### config.mk
export PLATFORM = sky130hd
export DESIGN_NAME = up_prog_loader_flat
export DESIGN_NICKNAME = d
export VERILOG_FILES = /design/src/rtl/up_prog_loader_if.sv /design/src/rtl/up_prog_loader.sv /design/src/flat_wrapper.sv
export SDC_FILE = /design/constraint.sdc
export NUM_CORES = 1
export LEC_CHECK = 0
export CORE_ASPECT_RATIO = 0.6
export CORE_UTILIZATION = 55
export CTS_BUF_LIST = sky130_fd_sc_hd__clkbuf_4
export DETAILED_ROUTE_END_ITERATION = 10
export GPL_ROUTABILITY_DRIVEN = 0
export PLACE_DENSITY = 0.78
export SLEW_MARGIN = 15
export SYNTH_ARGS = -nofsm -noshare
export SYNTH_HDL_FRONTEND = slang
export SYNTH_SLANG_ARGS = --single-unit
### constraint.sdc
create_clock -name clk -period 5.2 [get_ports clk]
set_input_delay 0.78 -clock clk [delete_from_list [all_inputs] [get_ports clk]]
set_output_delay 0.78 -clock clk [all_outputs]
set_load 0.02 [all_outputs]
### src/rtl/up_prog_loader_if.sv
// up_prog_loader_if: pin-side nibble stream and RAM/core-side outputs of the
// program loader, bundled so the loader and its environment share one port.
//   load_req, nib_stb, nib_in : asynchronous pin inputs (driven by master)
//   mem_we, mem_addr, mem_wdata : program RAM write port (driven by slave)
//   cpu_run, busy, done, err, byte_count : status (driven by slave)
// The loader itself connects through the slave modport.
interface up_prog_loader_if #(
  parameter int ADDR_W = 5
);
  logic              load_req;
  logic              nib_stb;
  logic [3:0]        nib_in;
  logic              mem_we;
  logic [ADDR_W-1:0] mem_addr;
  logic [7:0]        mem_wdata;
  logic              cpu_run;
  logic              busy;
  logic              done;
  logic              err;
  logic [ADDR_W:0]   byte_count;

  modport master (
    output load_req, nib_stb, nib_in,
    input  mem_we, mem_addr, mem_wdata, cpu_run, busy, done, err, byte_count
  );

  modport slave (
    input  load_req, nib_stb, nib_in,
    output mem_we, mem_addr, mem_wdata, cpu_run, busy, done, err, byte_count
  );
endinterface

### src/rtl/up_prog_loader.sv
// up_prog_loader: receives a program image as a nibble stream (high nibble
// first) framed as length byte, data bytes, checksum byte, writes the data
// bytes sequentially into program RAM and keeps the core halted until a
// complete valid image has been loaded.
// Ports:
//   clk  : system clock
//   rst  : asynchronous active-high reset
//   ena  : design enable; when low, pin events are discarded and state holds
//   bus  : up_prog_loader_if.slave (pin inputs, RAM write port, status)
// Parameters: ADDR_W (RAM address width, <= 7), DEPTH (max image length,
// <= 2**ADDR_W).
// Build option: define LOADER_CHECKSUM_EN to receive and verify the trailing
// checksum byte; without it the image is accepted right after the last data
// byte and any further nibbles are ignored.
module up_prog_loader #(
  parameter int ADDR_W = 5,
  parameter int DEPTH  = 32
) (
  input  logic              clk,
  input  logic              rst,
  input  logic              ena,
  up_prog_loader_if.slave   bus
);

  localparam int CW = ADDR_W + 1;
  localparam logic [8:0]        DEPTH_B  = 9'(DEPTH);
  localparam logic [CW-1:0]     CNT_ONE  = CW'(1);
  localparam logic [ADDR_W-1:0] ADDR_ONE = ADDR_W'(1);

  typedef enum logic [3:0] {
    S_IDLE,
    S_LEN_HI,
    S_LEN_LO,
    S_DAT_HI,
    S_DAT_LO,
`ifdef LOADER_CHECKSUM_EN
    S_CHK_HI,
    S_CHK_LO,
`endif
    S_DONE,
    S_ERR
  } state_t;

  // [0],[1] form the 2-FF synchronizer; [2] is the previous synchronized
  // value used for edge detection (capture lands 3 clocks after the pin edge)
  logic [2:0] ld_sync_q;
  logic [2:0] stb_sync_q;
  logic       ld_rise;
  logic       ld_fall;
  logic       stb_ev;

  state_t            state_q, state_d;
  logic [ADDR_W-1:0] addr_q, addr_d;
  logic [ADDR_W-1:0] waddr_q, waddr_d;
  logic [CW-1:0]     count_q, count_d;
  logic [CW-1:0]     len_q, len_d;
  logic [CW-1:0]     count_inc;
  logic [3:0]        hi_q, hi_d;
  logic [7:0]        wdata_q, wdata_d;
  logic              we_q, we_d;
  logic [7:0]        byte_w;
  logic              busy_w;
`ifdef LOADER_CHECKSUM_EN
  logic [7:0]        sum_q, sum_d, sum_nxt;
`endif

  always_ff @(posedge clk or posedge rst) begin
    if (rst) begin
      ld_sync_q  <= '0;
      stb_sync_q <= '0;
    end else begin
      ld_sync_q  <= {ld_sync_q[1:0], bus.load_req};
      stb_sync_q <= {stb_sync_q[1:0], bus.nib_stb};
    end
  end

  assign ld_rise = ena &  ld_sync_q[1] & ~ld_sync_q[2];
  assign ld_fall = ena & ~ld_sync_q[1] &  ld_sync_q[2];
  assign stb_ev  = ena &  stb_sync_q[1] & ~stb_sync_q[2];

  always_comb begin
    busy_w = (state_q != S_IDLE) && (state_q != S_DONE) && (state_q != S_ERR);
  end

  always_comb begin
    state_d   = state_q;
    addr_d    = addr_q;
    waddr_d   = waddr_q;
    count_d   = count_q;
    len_d     = len_q;
    hi_d      = hi_q;
    wdata_d   = wdata_q;
    we_d      = 1'b0;
    byte_w    = {hi_q, bus.nib_in};
    count_inc = count_q + CNT_ONE;
`ifdef LOADER_CHECKSUM_EN
    sum_d     = sum_q;
    sum_nxt   = sum_q + byte_w;
`endif

    // load_req edges take priority over a coincident strobe, which is dropped
    if (ld_rise) begin
      state_d = S_LEN_HI;
      addr_d  = '0;
      count_d = '0;
`ifdef LOADER_CHECKSUM_EN
      sum_d   = '0;
`endif
    end else if (ld_fall && busy_w) begin
      state_d = S_ERR;
    end else if (stb_ev) begin
      case (state_q)
        S_LEN_HI: begin
          hi_d    = bus.nib_in;
          state_d = S_LEN_LO;
        end
        S_LEN_LO: begin
`ifdef LOADER_CHECKSUM_EN
          sum_d = sum_nxt;
`endif
          if ((byte_w == 8'h00) || ({1'b0, byte_w} > DEPTH_B)) begin
            state_d = S_ERR;
          end else begin
            len_d   = byte_w[CW-1:0];
            state_d = S_DAT_HI;
          end
        end
        S_DAT_HI: begin
          hi_d    = bus.nib_in;
          state_d = S_DAT_LO;
        end
        S_DAT_LO: begin
`ifdef LOADER_CHECKSUM_EN
          sum_d = sum_nxt;
`endif
          // write strobe is registered, so it appears the cycle after capture
          we_d    = 1'b1;
          waddr_d = addr_q;
          wdata_d = byte_w;
          addr_d  = addr_q + ADDR_ONE;
          count_d = count_inc;
          if (count_inc == len_q) begin
`ifdef LOADER_CHECKSUM_EN
            state_d = S_CHK_HI;
`else
            state_d = S_DONE;
`endif
          end else begin
            state_d = S_DAT_HI;
          end
        end
`ifdef LOADER_CHECKSUM_EN
        S_CHK_HI: begin
          hi_d    = bus.nib_in;
          state_d = S_CHK_LO;
        end
        S_CHK_LO: begin
          sum_d   = sum_nxt;
          state_d = (sum_nxt == 8'h00) ? S_DONE : S_ERR;
        end
`endif
        default: ;
      endcase
    end
  end

  always_ff @(posedge clk or posedge rst) begin
    if (rst) begin
      state_q <= S_IDLE;
      addr_q  <= '0;
      waddr_q <= '0;
      count_q <= '0;
      len_q   <= '0;
      hi_q    <= '0;
      wdata_q <= '0;
      we_q    <= 1'b0;
`ifdef LOADER_CHECKSUM_EN
      sum_q   <= '0;
`endif
    end else begin
      state_q <= state_d;
      addr_q  <= addr_d;
      waddr_q <= waddr_d;
      count_q <= count_d;
      len_q   <= len_d;
      hi_q    <= hi_d;
      wdata_q <= wdata_d;
      we_q    <= we_d;
`ifdef LOADER_CHECKSUM_EN
      sum_q   <= sum_d;
`endif
    end
  end

  assign bus.mem_we     = we_q;
  assign bus.mem_addr   = waddr_q;
  assign bus.mem_wdata  = wdata_q;
  assign bus.busy       = busy_w;
  assign bus.done       = (state_q == S_DONE);
  assign bus.cpu_run    = (state_q == S_DONE);
  assign bus.err        = (state_q == S_ERR);
  assign bus.byte_count = count_q;

endmodule

### src/flat_wrapper.sv
// flat-port wrapper written by rule: the top's interface ports become plain ports
module up_prog_loader_flat 
#(
  parameter int ADDR_W = 5,
  parameter int DEPTH  = 32
)
  (clk, rst, ena, bus_load_req, bus_nib_stb, bus_nib_in, bus_mem_we, bus_mem_addr, bus_mem_wdata, bus_cpu_run, bus_busy, bus_done, bus_err, bus_byte_count);
  up_prog_loader_if #(.ADDR_W(ADDR_W)) bus_i ();
  input  logic clk;
  input  logic rst;
  input  logic ena;
  input wire logic [$bits(bus_i.load_req)-1:0] bus_load_req;
  input wire logic [$bits(bus_i.nib_stb)-1:0] bus_nib_stb;
  input wire logic [$bits(bus_i.nib_in)-1:0] bus_nib_in;
  output wire logic [$bits(bus_i.mem_we)-1:0] bus_mem_we;
  output wire logic [$bits(bus_i.mem_addr)-1:0] bus_mem_addr;
  output wire logic [$bits(bus_i.mem_wdata)-1:0] bus_mem_wdata;
  output wire logic [$bits(bus_i.cpu_run)-1:0] bus_cpu_run;
  output wire logic [$bits(bus_i.busy)-1:0] bus_busy;
  output wire logic [$bits(bus_i.done)-1:0] bus_done;
  output wire logic [$bits(bus_i.err)-1:0] bus_err;
  output wire logic [$bits(bus_i.byte_count)-1:0] bus_byte_count;
  assign bus_i.load_req = bus_load_req;
  assign bus_i.nib_stb = bus_nib_stb;
  assign bus_i.nib_in = bus_nib_in;
  assign bus_mem_we = bus_i.mem_we;
  assign bus_mem_addr = bus_i.mem_addr;
  assign bus_mem_wdata = bus_i.mem_wdata;
  assign bus_cpu_run = bus_i.cpu_run;
  assign bus_busy = bus_i.busy;
  assign bus_done = bus_i.done;
  assign bus_err = bus_i.err;
  assign bus_byte_count = bus_i.byte_count;
  up_prog_loader #(.ADDR_W(ADDR_W), .DEPTH(DEPTH)) u_core (.clk(clk), .rst(rst), .ena(ena), .bus(bus_i));
endmodule
==> flow_metrics.tcl <==
set metrics [dict create \
    ys_seq_elements 44 \
    firstDrtPassIters 4 \
    start_util 0.582 \
    yosys_warnings 0 \
    grt_pass1_wl_um 7630 \
    r2r-start "u_core.state_q[2]$_DFFE_PP0P_" \
    die-area_sq_mm 0.00420 \
    ios 33 \
    fin_crit_sh 0.577 \
    final_cell_mix "44 x dfrtp_1, 32 x clkdlybuf4s50_1, 20 x mux2_2" \
    post_cts_buffers 0 \
    drtAntennaViolNets 0 \
    drive_above_1_share 0.160 \
    portBuffers 32 \
    die_y_um 50.6 \
    synth-edff-count 0 \
    ff2ff_path_depth 5 \
    tritoncts "built" \
    synth.avg_cell_area_sq_um 11.5 \
    layout_commonest_cell "dfrtp_1" \
    area_delta_synth_final_pct 18.2 \
    cts_root_buf "clkbuf_4" \
    cts.sinks 44 \
    drc 0 \
    fmax_mhz 333 \
    critPathCaptureType "output port" \
    cts_made_buffers 5 \
    pwr_density_cell_mw_per_mm2 422 \
    grt_use_total 0.240 \
    postSynthCellCount 189 \
    ys_types 42 \
    status "completed" \
    ir_drop_v 0.000251 \
    synthesis.area_sq_mm 0.00216 \
    cp-start-kind "register" \
    cap_viol_max_count 0 \
    rrSetupSlack_ps 2350 \
    async_reset_ff_frac 1.00 \
    relSlewSlack 0.383 \
    ctsHtreeMaxLevel 2 \
    seq_area_frac_synth 0.509 \
    worst_slack_ps 2200 \
    min_to "u_core.stb_sync_q[1]$_DFF_PP0_" \
    place_hpwl_um 3140 \
    grt_antenna_before_repair 0 \
    vias 1560 \
    clk_latency_ps 350 \
    clkTransAtPathRegs_ps 130 \
    worst_pin_slew_ps 922 \
    globalRouteOverflowTotal 0 \
    crit_type "register to output port" \
    holdBufCountCts 0 \
    drtIter0Drc 186 \
    core_sq_mm 0.00372 \
    grt_start_max_net_pins 45 \
    finClkSkew_ps 5.84 \
    stdcell_count 266 \
    vias_per_cell 5.86 \
    num-nets-final 229 \
    rr_endpoint "u_core.bus.mem_wdata[0]$_DFFE_PP0P_" \
    rows 17 \
    max_stage_delay_ps 680 \
    post-place-ws_ps 1910 \
    cts_resized 0 \
    ys.flop_type "dfrtp_1" \
    finalSetupTns_ps 0 \
    hold_start "u_core.stb_sync_q[0]$_DFF_PP0_" \
    antenna_cells 0 \
    post_drt_wl_per_cell_um 16.4 \
    dieWidth_um 83.0 \
    syn-num-nets 200 \
    setup_viol 0 \
    critical_path_required_ps 4420 \
    cp_data_arrival_time_ps 2220 \
    wl_um 4370 \
    rsz0062_at_grt "false" \
    worstPathMaxFanout 11 \
    whs_ps 364 \
    hold_path_class "register to register" \
    dp_cells 258 \
    leakage_uw 0.00115 \
    holdPathStages 0 \
    finalMaxSlewViolations 0 \
    min_period_ps 3000 \
    hold_viol 0 \
    clk_path_buf_depth 2 \
    cp_slowest_cell "nor3_1" \
    grt_pass1_vias 1501 \
    cp_cell_sequence "nor3_1 -> a21oi_1 -> clkdlybuf4s50_1" \
    power_uw 1080 \
]
-- cell usage after synthesis (all sizes together) (3+ instances only) --
cell type / instances / area share
a21oi: 7 / 0.016
nand3: 6 / 0.014
dfrtp: 44 / 0.51
nand2b: 5 / 0.014
o21ai: 15 / 0.035
mux2: 23 / 0.12
inv: 3 / 0.0064
nor3: 8 / 0.021
a31oi: 3 / 0.0087
clkbuf: 5 / 0.0087
or3: 3 / 0.0087
nand2: 17 / 0.029
xor2: 8 / 0.032
buf: 6 / 0.025
o211ai: 3 / 0.010
nor2b: 3 / 0.0087
-- layout make-up --
type,instances,area (sq um)
Clock buffer,5,37.5
Clock inverter,3,42.5
Fill cell,290,1160
Inverter,3,13.8
Multi-Input combinational cell,131,977
Sequential cell,44,1100
Tap cell,47,58.8
Timing Repair Buffer,33,328
-- metrics by stage --
stage | util | instance area [sq um]
floorplan | - | 2160
global placement | 0.666 | 2480
CTS | 0.687 | 2560
finish | 0.687 | 2560
detailed placement | 0.666 | 2480
global route | 0.687 | 2560
-- sequential cells by signal, indices dropped and copies added, names as in the netlist, 3 cells and up --
| signal | count |
|---|---|
| u_core.addr_q | 5 |
| u_core.bus.byte_count | 6 |
| u_core.bus.mem_addr | 5 |
| u_core.bus.mem_wdata | 8 |
| u_core.hi_q | 4 |
| u_core.ld_sync_q | 3 |
| u_core.len_q | 6 |
| u_core.state_q | 3 |
| u_core.stb_sync_q | 3 |
-- routing by layer --
metal / routed length [um] / share of wire / track usage / vias up
met4: 48 / 0.011 / 0.0776 / 0
li1: - / - / - / 745
met2: 1890 / 0.43 / 0.362 / 68
met5: 0 / 0 / 0 / -
met3: 326 / 0.075 / 0.0510 / 8
met1: 2110 / 0.48 / 0.350 / 739
-- worst max-delay path by stage --
stage / from / to / slack, ps / depth (start not counted)
3_5_place_dp: ena / u_core.bus.mem_wdata[0]$_DFFE_PP0P_ / 1910 / 6
6_report: u_core.state_q[2]$_DFFE_PP0P_ / bus_busy / 2200 / 3
4_1_cts: u_core.state_q[2]$_DFFE_PP0P_ / bus_busy / 2190 / 3
3_3_place_gp: ena / u_core.bus.mem_wdata[3]$_DFFE_PP0P_ / 2030 / 6
2_1_floorplan: bus_nib_in[0] / u_core.len_q[0]$_DFFE_PP0P_ / 2730 / 5
5_1_grt: u_core.state_q[2]$_DFFE_PP0P_ / bus_busy / 2060 / 3
-- worst max-delay path, delay by kind of cell, from the launching register on --
| family | cells | cell delay [ps] |
|---|---|---|
| flip-flops | 1 | 540 |
| buffers and inverters | 1 | 570 |
| AND/OR/NAND/NOR | 1 | 680 |
| AO/OA/AOI/OAI | 1 | 80 |
-- where the power goes --
part,switching (uW),internal [uW]
clock network,110,101
registers,89.9,413
logic,179,188
total,378,701
-- cells by family after synthesis --
| group | count (synthesis) | synth area share |
|---|---|---|
| xor gates and xnor gates | 11 | 0.0514 |
| muxes | 23 | 0.125 |
| buffers and inverters | 14 | 0.0399 |
| AOI/OAI and AO/OA | 39 | 0.121 |
| and+or+nand+nor | 56 | 0.143 |
| adders and majority gates | 2 | 0.0116 |
| DFF | 44 | 0.509 |
No activity file was read; power rests on OpenSTA's default activity.
